`src/rtl/pipe_skid_stage_if.sv`:
```
`default_nettype none
// ============================================================================
// Module      : pipe_skid_stage_if
// Description : Handshake bundle for pipe_skid_stage. It carries the producer
//               side (in_*), the consumer side (out_*) and the occupancy
//               status. The slave modport is the stage's view of the bundle.
//               The master modport is the environment's view.
// Revision    : 1.0 - initial release
// ============================================================================
interface pipe_skid_stage_if #(
  parameter int WIDTH = 8
);
  logic [WIDTH-1:0] in_data;
  logic             in_valid;
  logic             in_ready;
  logic [WIDTH-1:0] out_data;
  logic             out_valid;
  logic             out_ready;
  logic [1:0]       occupancy;

  modport slave (
    input  in_data, in_valid, out_ready,
    output in_ready, out_data, out_valid, occupancy
  );

  modport master (
    output in_data, in_valid, out_ready,
    input  in_ready, out_data, out_valid, occupancy
  );
endinterface
`default_nettype wire

```
`src/rtl/pipe_skid_stage.sv`:
```
`default_nettype none
// ============================================================================
// Module      : pipe_skid_stage
// Description : Elastic valid/ready stage with one main register and one skid
//               register. Every output is driven straight from a flop, so the
//               consumer's ready signal never reaches in_ready through
//               combinational logic. The stage sustains one transfer per
//               cycle.
// Revision    : 1.0 - initial release
// ============================================================================
module pipe_skid_stage #(
  parameter int WIDTH = 8
) (
  input  wire logic              clk,
  input  wire logic              rst_n,
  pipe_skid_stage_if.slave       bus
);

  localparam logic [1:0] EMPTY = 2'd0;
  localparam logic [1:0] BUSY  = 2'd1;
  localparam logic [1:0] FULL  = 2'd2;

  logic [1:0]       state_q, state_d;
  logic [WIDTH-1:0] main_q, main_d;
  logic [WIDTH-1:0] skid_q, skid_d;
  logic             in_ready_q;
  logic             out_valid_q;
  logic [1:0]       occ_q;
  logic             push;
  logic             pop;

  // Handshakes are qualified only by registered flags.
  assign push = bus.in_valid & in_ready_q;
  assign pop  = out_valid_q & bus.out_ready;

  // Next-state and storage selection. in_data is only sampled on a push.
  always_comb begin
    state_d = state_q;
    main_d  = main_q;
    skid_d  = skid_q;
    case (state_q)
      EMPTY: begin
        if (push) begin
          state_d = BUSY;
          main_d  = bus.in_data;
        end
      end
      BUSY: begin
        if (push && pop) begin
          main_d = bus.in_data;
        end else if (push) begin
          state_d = FULL;
          skid_d  = bus.in_data;
        end else if (pop) begin
          state_d = EMPTY;
        end
      end
      FULL: begin
        if (pop) begin
          state_d = BUSY;
          main_d  = skid_q;
        end
      end
      default: begin
        state_d = EMPTY;
      end
    endcase
  end

  // State, storage and the status flags decoded from the next state. The
  // flags therefore come from flops and track state_q exactly. in_ready
  // stays low during reset and rises on the first edge after release.
  always_ff @(posedge clk or negedge rst_n) begin
    if (!rst_n) begin
      state_q     <= EMPTY;
      main_q      <= '0;
      skid_q      <= '0;
      in_ready_q  <= 1'b0;
      out_valid_q <= 1'b0;
      occ_q       <= 2'd0;
    end else begin
      state_q     <= state_d;
      main_q      <= main_d;
      skid_q      <= skid_d;
      in_ready_q  <= (state_d != FULL);
      out_valid_q <= (state_d != EMPTY);
      occ_q       <= (state_d == FULL) ? 2'd2 :
                     (state_d == BUSY) ? 2'd1 : 2'd0;
    end
  end

  assign bus.in_ready  = in_ready_q;
  assign bus.out_valid = out_valid_q;
  assign bus.out_data  = main_q;
  assign bus.occupancy = occ_q;

endmodule
`default_nettype wire
```
`src/flat_wrapper.sv`:
```
// flat-port wrapper written by rule: the top's interface ports become plain ports
module pipe_skid_stage_flat 
#(
  parameter int WIDTH = 8
)
  (clk, rst_n, bus_in_data, bus_in_valid, bus_out_ready, bus_in_ready, bus_out_data, bus_out_valid, bus_occupancy);
  pipe_skid_stage_if #(.WIDTH(WIDTH)) bus_i ();
  input  wire logic clk;
  input  wire logic rst_n;
  input wire logic [$bits(bus_i.in_data)-1:0] bus_in_data;
  input wire logic [$bits(bus_i.in_valid)-1:0] bus_in_valid;
  input wire logic [$bits(bus_i.out_ready)-1:0] bus_out_ready;
  output wire logic [$bits(bus_i.in_ready)-1:0] bus_in_ready;
  output wire logic [$bits(bus_i.out_data)-1:0] bus_out_data;
  output wire logic [$bits(bus_i.out_valid)-1:0] bus_out_valid;
  output wire logic [$bits(bus_i.occupancy)-1:0] bus_occupancy;
  assign bus_i.in_data = bus_in_data;
  assign bus_i.in_valid = bus_in_valid;
  assign bus_i.out_ready = bus_out_ready;
  assign bus_in_ready = bus_i.in_ready;
  assign bus_out_data = bus_i.out_data;
  assign bus_out_valid = bus_i.out_valid;
  assign bus_occupancy = bus_i.occupancy;
  pipe_skid_stage #(.WIDTH(WIDTH)) u_core (.clk(clk), .rst_n(rst_n), .bus(bus_i));
endmodule
```
`config.mk`:
```
export PLATFORM = sky130hd
export DESIGN_NAME = pipe_skid_stage_flat
export DESIGN_NICKNAME = d
export VERILOG_FILES = /design/src/rtl/pipe_skid_stage_if.sv /design/src/rtl/pipe_skid_stage.sv /design/src/flat_wrapper.sv
export SDC_FILE = /design/constraint.sdc
export NUM_CORES = 1
export LEC_CHECK = 0
export CELL_PAD_IN_SITES_DETAIL_PLACEMENT = 0
export CELL_PAD_IN_SITES_GLOBAL_PLACEMENT = 1
export CORE_MARGIN = 3
export CORE_UTILIZATION = 38
export CTS_CLUSTER_DIAMETER = 60
export CTS_CLUSTER_SIZE = 14
export DETAILED_ROUTE_END_ITERATION = 6
export GPL_TIMING_DRIVEN = 0
export PLACE_DENSITY_LB_ADDON = 0.1
export SLEW_MARGIN = 15
export SYNTH_ARGS = -nofsm -noshare
export SYNTH_HDL_FRONTEND = slang
export SYNTH_SLANG_ARGS = --single-unit
```
`constraint.sdc`:
```
create_clock -name clk -period 1.7 [get_ports clk]
set_input_delay 0.425 -clock clk [delete_from_list [all_inputs] [get_ports clk]]
set_output_delay 0.425 -clock clk [all_outputs]
set_load 0.03 [all_outputs]
```
Word level (Yosys, flattened, before mapping)
Index checks and enable logic that the tools add are counted.
{ "classes": {"n_mux": 12, "reduce_logical": 6, "bitwise_logic": 3, "eq_ne": 8} }
{ "op_table": {"columns": ["operator", "n"], "rows": [
  ["$mux 8", 3],
  ["$pmux 8 s3", 1],
  ["$mux 2", 6],
  ["$ne 2x1->1 const B", 3],
  ["$pmux 2 s3", 1],
  ["$eq 2x1->1 const B", 2],
  ["$eq 2x2->1 const B", 2],
  ["$reduce_and 4->1", 1],
  ["$reduce_and 3->1", 1],
  ["$reduce_bool 3->1", 1],
  ["$and 1x1->1", 2],
  ["$logic_not 2->1", 1],
  ["$ne 2x2->1 const B", 1],
  ["$reduce_bool 2->1", 1],
  ["$logic_and 1x1->1", 1],
  ["$mux 1", 1],
  ["$not 1->1", 1]
]} }
{ "totals": {"ff_bits": 22, "elab_cells": 35} }

Longest topological paths before layout
{ "logic_depth": {"word_depth": 8, "ltp_mapped": 5, "mapped_depth_nobuf": 3} }

Worst setup path before layout
OpenSTA, ideal clock, no wires.
{ "synth_path": {"path_type": "register to register", "startpoint": "register u_core.out_valid_q (netlist: u_core.bus.out_valid)", "endpoint": "register u_core.main_q[0] (netlist: u_core.bus.out_data[0])", "setup_time_ps": 125, "path_slack_ps": 103, "t_required_ps": 1575, "t_arrival_ps": 1473, "stages_incl_launch_ff": 4, "n_path_buf": 0, "synth_period_minus_slack_ps": 1597, "cell_sequence": "dfrtp_1 > a21boi_2 > o32ai_4 > mux2_2"} }
{ "synth_via": {"elab_chain_len": 4} }
{ "synth_lines": {"columns": ["item", "line", "text"], "rows": [
  ["from (decl)", "pipe_skid_stage.sv:27", "logic out_valid_q;"],
  ["from (signal assigned)", "pipe_skid_stage.sv:86", "out_valid_q <= (state_d != EMPTY);"],
  ["$and 1x1->1 *", "pipe_skid_stage.sv:34", "assign pop = out_valid_q & bus.out_ready;"],
  ["$logic_and 1x1->1", "pipe_skid_stage.sv:49", "if (push && pop) begin"],
  ["$ne 2x1->1 (no source line)", null, null],
  ["$reduce_and 4->1 (no source line) *", null, null],
  ["to (signal assigned)", "pipe_skid_stage.sv:83", "main_q <= main_d;"],
  ["to (decl)", "pipe_skid_stage.sv:24", "logic [WIDTH-1:0] main_q, main_d;"]
]} }
Every way passes the cells marked *; elsewhere a longest branch is shown, timed or not.
A chain may end at the register's enable or synchronous reset.

Worst setup path in the final report
{ "layout_path": {"startpoint": "input port bus_in_valid", "endpoint": "register u_core.main_q[2] (netlist: u_core.bus.out_data[2])"} }
{ "layout_via": {"elab_chain_len": 4} }
{ "layout_lines": {"columns": ["item", "line", "text"], "rows": [
  ["from (decl)", "flat_wrapper.sv:11", "input wire logic [$bits(bus_i.in_valid)-1:0] bus_in_valid;"],
  ["$and 1x1->1 *", "pipe_skid_stage.sv:33", "assign push = bus.in_valid & in_ready_q;"],
  ["$logic_and 1x1->1", "pipe_skid_stage.sv:49", null],
  ["$ne 2x1->1 (no source line)", null, null],
  ["$reduce_and 4->1 (no source line) *", null, null]
]} }
Marks and branches as above.

==> metrics list <==
- Fraction of the cycle the final worst path needs: 96.0%
* Syn nets: 79
- Minimum clock period after layout: 1630 ps
- The path class of the tightest hold or removal check is flip-flop to flip-flop.
- Met1 layer usage reported by global route: 14.0%
* Unrepaired setup endpoints after global routing: no
* Worst setup slack after layout: 68.1 ps
* Effective utilization at floorplan: 42.0%
* Setup skew after layout: 6.15 ps
- Final total power: 2320 uW
- At the end of the flow, the number of nets in the layout was 109.
* Total standard cell area after synthesis: 973 sq um
- Setup violations remaining at the end of the flow were counted as 0.
- Standby leakage power: 0.000555 uW
- # IOs: 24
* Leading cell types in the layout, fill and taps excluded: 22 x mux2_2, 22 x dfrtp_1, 12 x dlygate4sd2_1, 10 x clkdlybuf4s50_1, 5 x a21oi_1
- The endpoint identified for the worst register-to-register timing path is u_core.bus.out_data[2].
- CTS built an H-tree with a depth of 1.
- First-pass DRT Iterations: 4
- Global routing consumed, on the met2 layer, 21.9% of the routing resources.
- Post-placement setup slack: -503 ps
* Max Root-Sink Buffers: 2
* Ratio of cells with drive above 1 in the final layout: 34.4%
* Antenna viol nets, final: 0
- The flow ran to the end, and the final reports show no timing, DRC or antenna violations.
- Max-cap violations in this run came to 0.
- Worst relative slew slack: 34.8%
* Via-to-Cell Ratio: 5.30
- Insertion delay to the later sink of the worst-skew pair: 300 ps
- For this run, the number of standard cells in the final layout without fillers is 124.
- Routed wire length per instance: 14.9 um
- DIE HEIGHT: 56.6 um
* Cts bufs inserted: 3
* Via count: 657
- Cell variety after synth: 17
* Cells after Synth: 67
- STA classifies the critical path endpoint as a flip-flop.
- Origin of the critical flop-to-flop path: u_core.state_q[0]
- Type of origin of the critical path: input port
- Hold Vio Cnt, Final: 0
- Final Max Tran Viols: 0
- Number of cells in the design after placement: 118
* Max Clk Rate: 0.613 GHz
- For this run, the register share of the synthesized area comes to 56.6%.
- Core ar.: 2320 sq um
* Yosys warning count: 0
- Clock tree synthesis selected as its root buffer the cell clkbuf_4.
- Number of placement rows: 17
- For met3 alone, demand over resource in global routing was 2.07%.
* Grt peak-use layer: met2
- DIE WIDTH: 56.6 um
- Routability-driven placement finished with a final weighted congestion of 0.707.
* Largest fanout on the critical path: 4
- Dividing total power by cell area gives a power density of 1810 nW/um^2.
- VDD sags by at most 0.975 mV.
* Worst r2r path cells: 4
- Antenna violations before repair: 0
- After the first detailed-routing iteration, the DRC count stood at 6.
- Averaged over all synthesized cells, the footprint is 14.5 sq um.
- Die Outline Area: 3200 sq um
- TritonCTS Sinks: 22
- Flop and latch count out of synthesis: 22
- Pin count of the biggest net entering global routing: 23
* Utilization of the core after routing: 55.3%
* Half-perimeter wire length of the detailed placement result: 1.32 mm
- For this run, design rule violations remaining after detail routing come to 0.
* Slew at the pin closest to its max-slew limit: 975 ps
- Source of the critical timing path: bus_in_valid
- For the worst setup path, the data required time is 1900 ps.
* TritonCTS clock tree: yes
* Wire length of the first global-routing pass: 3.02 mm
- From synthesis to final layout, the design area changed by 31.7%.
* Total GRT Usage: 12.5%
* Endpoint of the worst setup timing path: u_core.bus.out_data[2]
- Post-Route WL: 1.85 mm
* Crit path kind: input port to flip-flop
* Arrival time at the worst endpoint: 1840 ps
- Adding up every negative setup slack in the final design gives 0 ps.
* Number of input and output port buffers inserted: 23
- Register clock-pin slew on the reported worst setup and hold paths: 120 ps
- In this run the register-to-register setup slack is 100 ps.
- Antenna diode instance count: 0
- The number of global-route vias before repair is 696.
- Total grt overflow: 0
* Cts-stage hold buffer count: 0
## power breakdown
part	total, uW	switching (uW)	internal (uW)
Combinational	1130	588	538
Clock	281	151	131
Sequential	918	143	775
## worst min-delay path by stage
stage                           startpoint                      to  depth (start not counted)
finish              u_core.bus.out_data[4]  u_core.bus.out_data[4]                          1
global route              u_core.skid_q[3]        u_core.skid_q[3]                          1
CTS                       u_core.skid_q[3]        u_core.skid_q[3]                          1
detailed placement        u_core.skid_q[0]        u_core.skid_q[0]                          1
global placement          u_core.skid_q[3]        u_core.skid_q[3]                          1
floorplan                            rst_n     u_core.bus.in_ready                          0
## layout make-up
type                            count  area (sq um)
Buffer                              2          16.3
Clock buffer                        4          36.3
Fill cell                         231          1040
Multi-Input combinational cell     43           407
Sequential cell                    22           551
Tap cell                           28          35.0
Timing Repair Buffer               25           238
## synthesized netlist by cell type (all sizes together)
cell type	n	area, sq um
mux2	24	270
a21boi	1	11.3
a31oi	1	6.26
o22ai	2	12.5
buf	2	16.3
nand2b	1	6.26
o21ai	1	5.00
a21o	1	7.51
nand2	3	11.3
dfrtp	22	551
nor2b	1	6.26
o32ai	1	27.5
a21oi	5	25.0
and4	1	8.76
and3b	1	8.76
## stage by stage
| step | hold WS [ps] | cell area, sq um |
|---|---|---|
| detailed placement | 492 | 1240 |
| global placement | 481 | 1240 |
| global route | 533 | 1280 |
| floorplan | 129 | 973 |
| CTS | 522 | 1290 |
| finish | 516 | 1280 |
## routing by layer
layer / vias to the layer above / part of all wire [%]
met5: - / 0
met4: 0 / 1.8
met3: 4 / 3.7
met2: 24 / 49
met1: 322 / 45
li1: 307 / -
## state kept, by name (all words and copies together), names as in the netlist
register and flops:
u_core.skid_q 8, u_core.bus.out_valid 1, u_core.bus.in_ready 1, u_core.bus.occupancy 2, u_core.bus.out_data 8, u_core.state_q 2
## cell families after synthesis
group / after synthesis / share of synthesized area (%)
muxes: 24 / 27.8
and+or+nand+nor: 7 / 4.24
AOI/OAI and AO/OA: 12 / 9.77
DFF: 22 / 56.6
buffers and inverters: 2 / 1.67
## repair_timing
| action | in CTS | in global routing |
|---|---|---|
| gates resized for setup | 13 | 2 |
| buffers inserted | 2 | 0 |
| pin swaps | 1 | 0 |
| setup endpoints to repair | 28 | 1 |
## worst max-delay path, cell delays in order
cell and delay (ps):
clkdlybuf4s50_1 510, nand2_1 120, o32ai_4 280, buf_4 180, mux2_2 320
(Power assumes the default switching activity.)
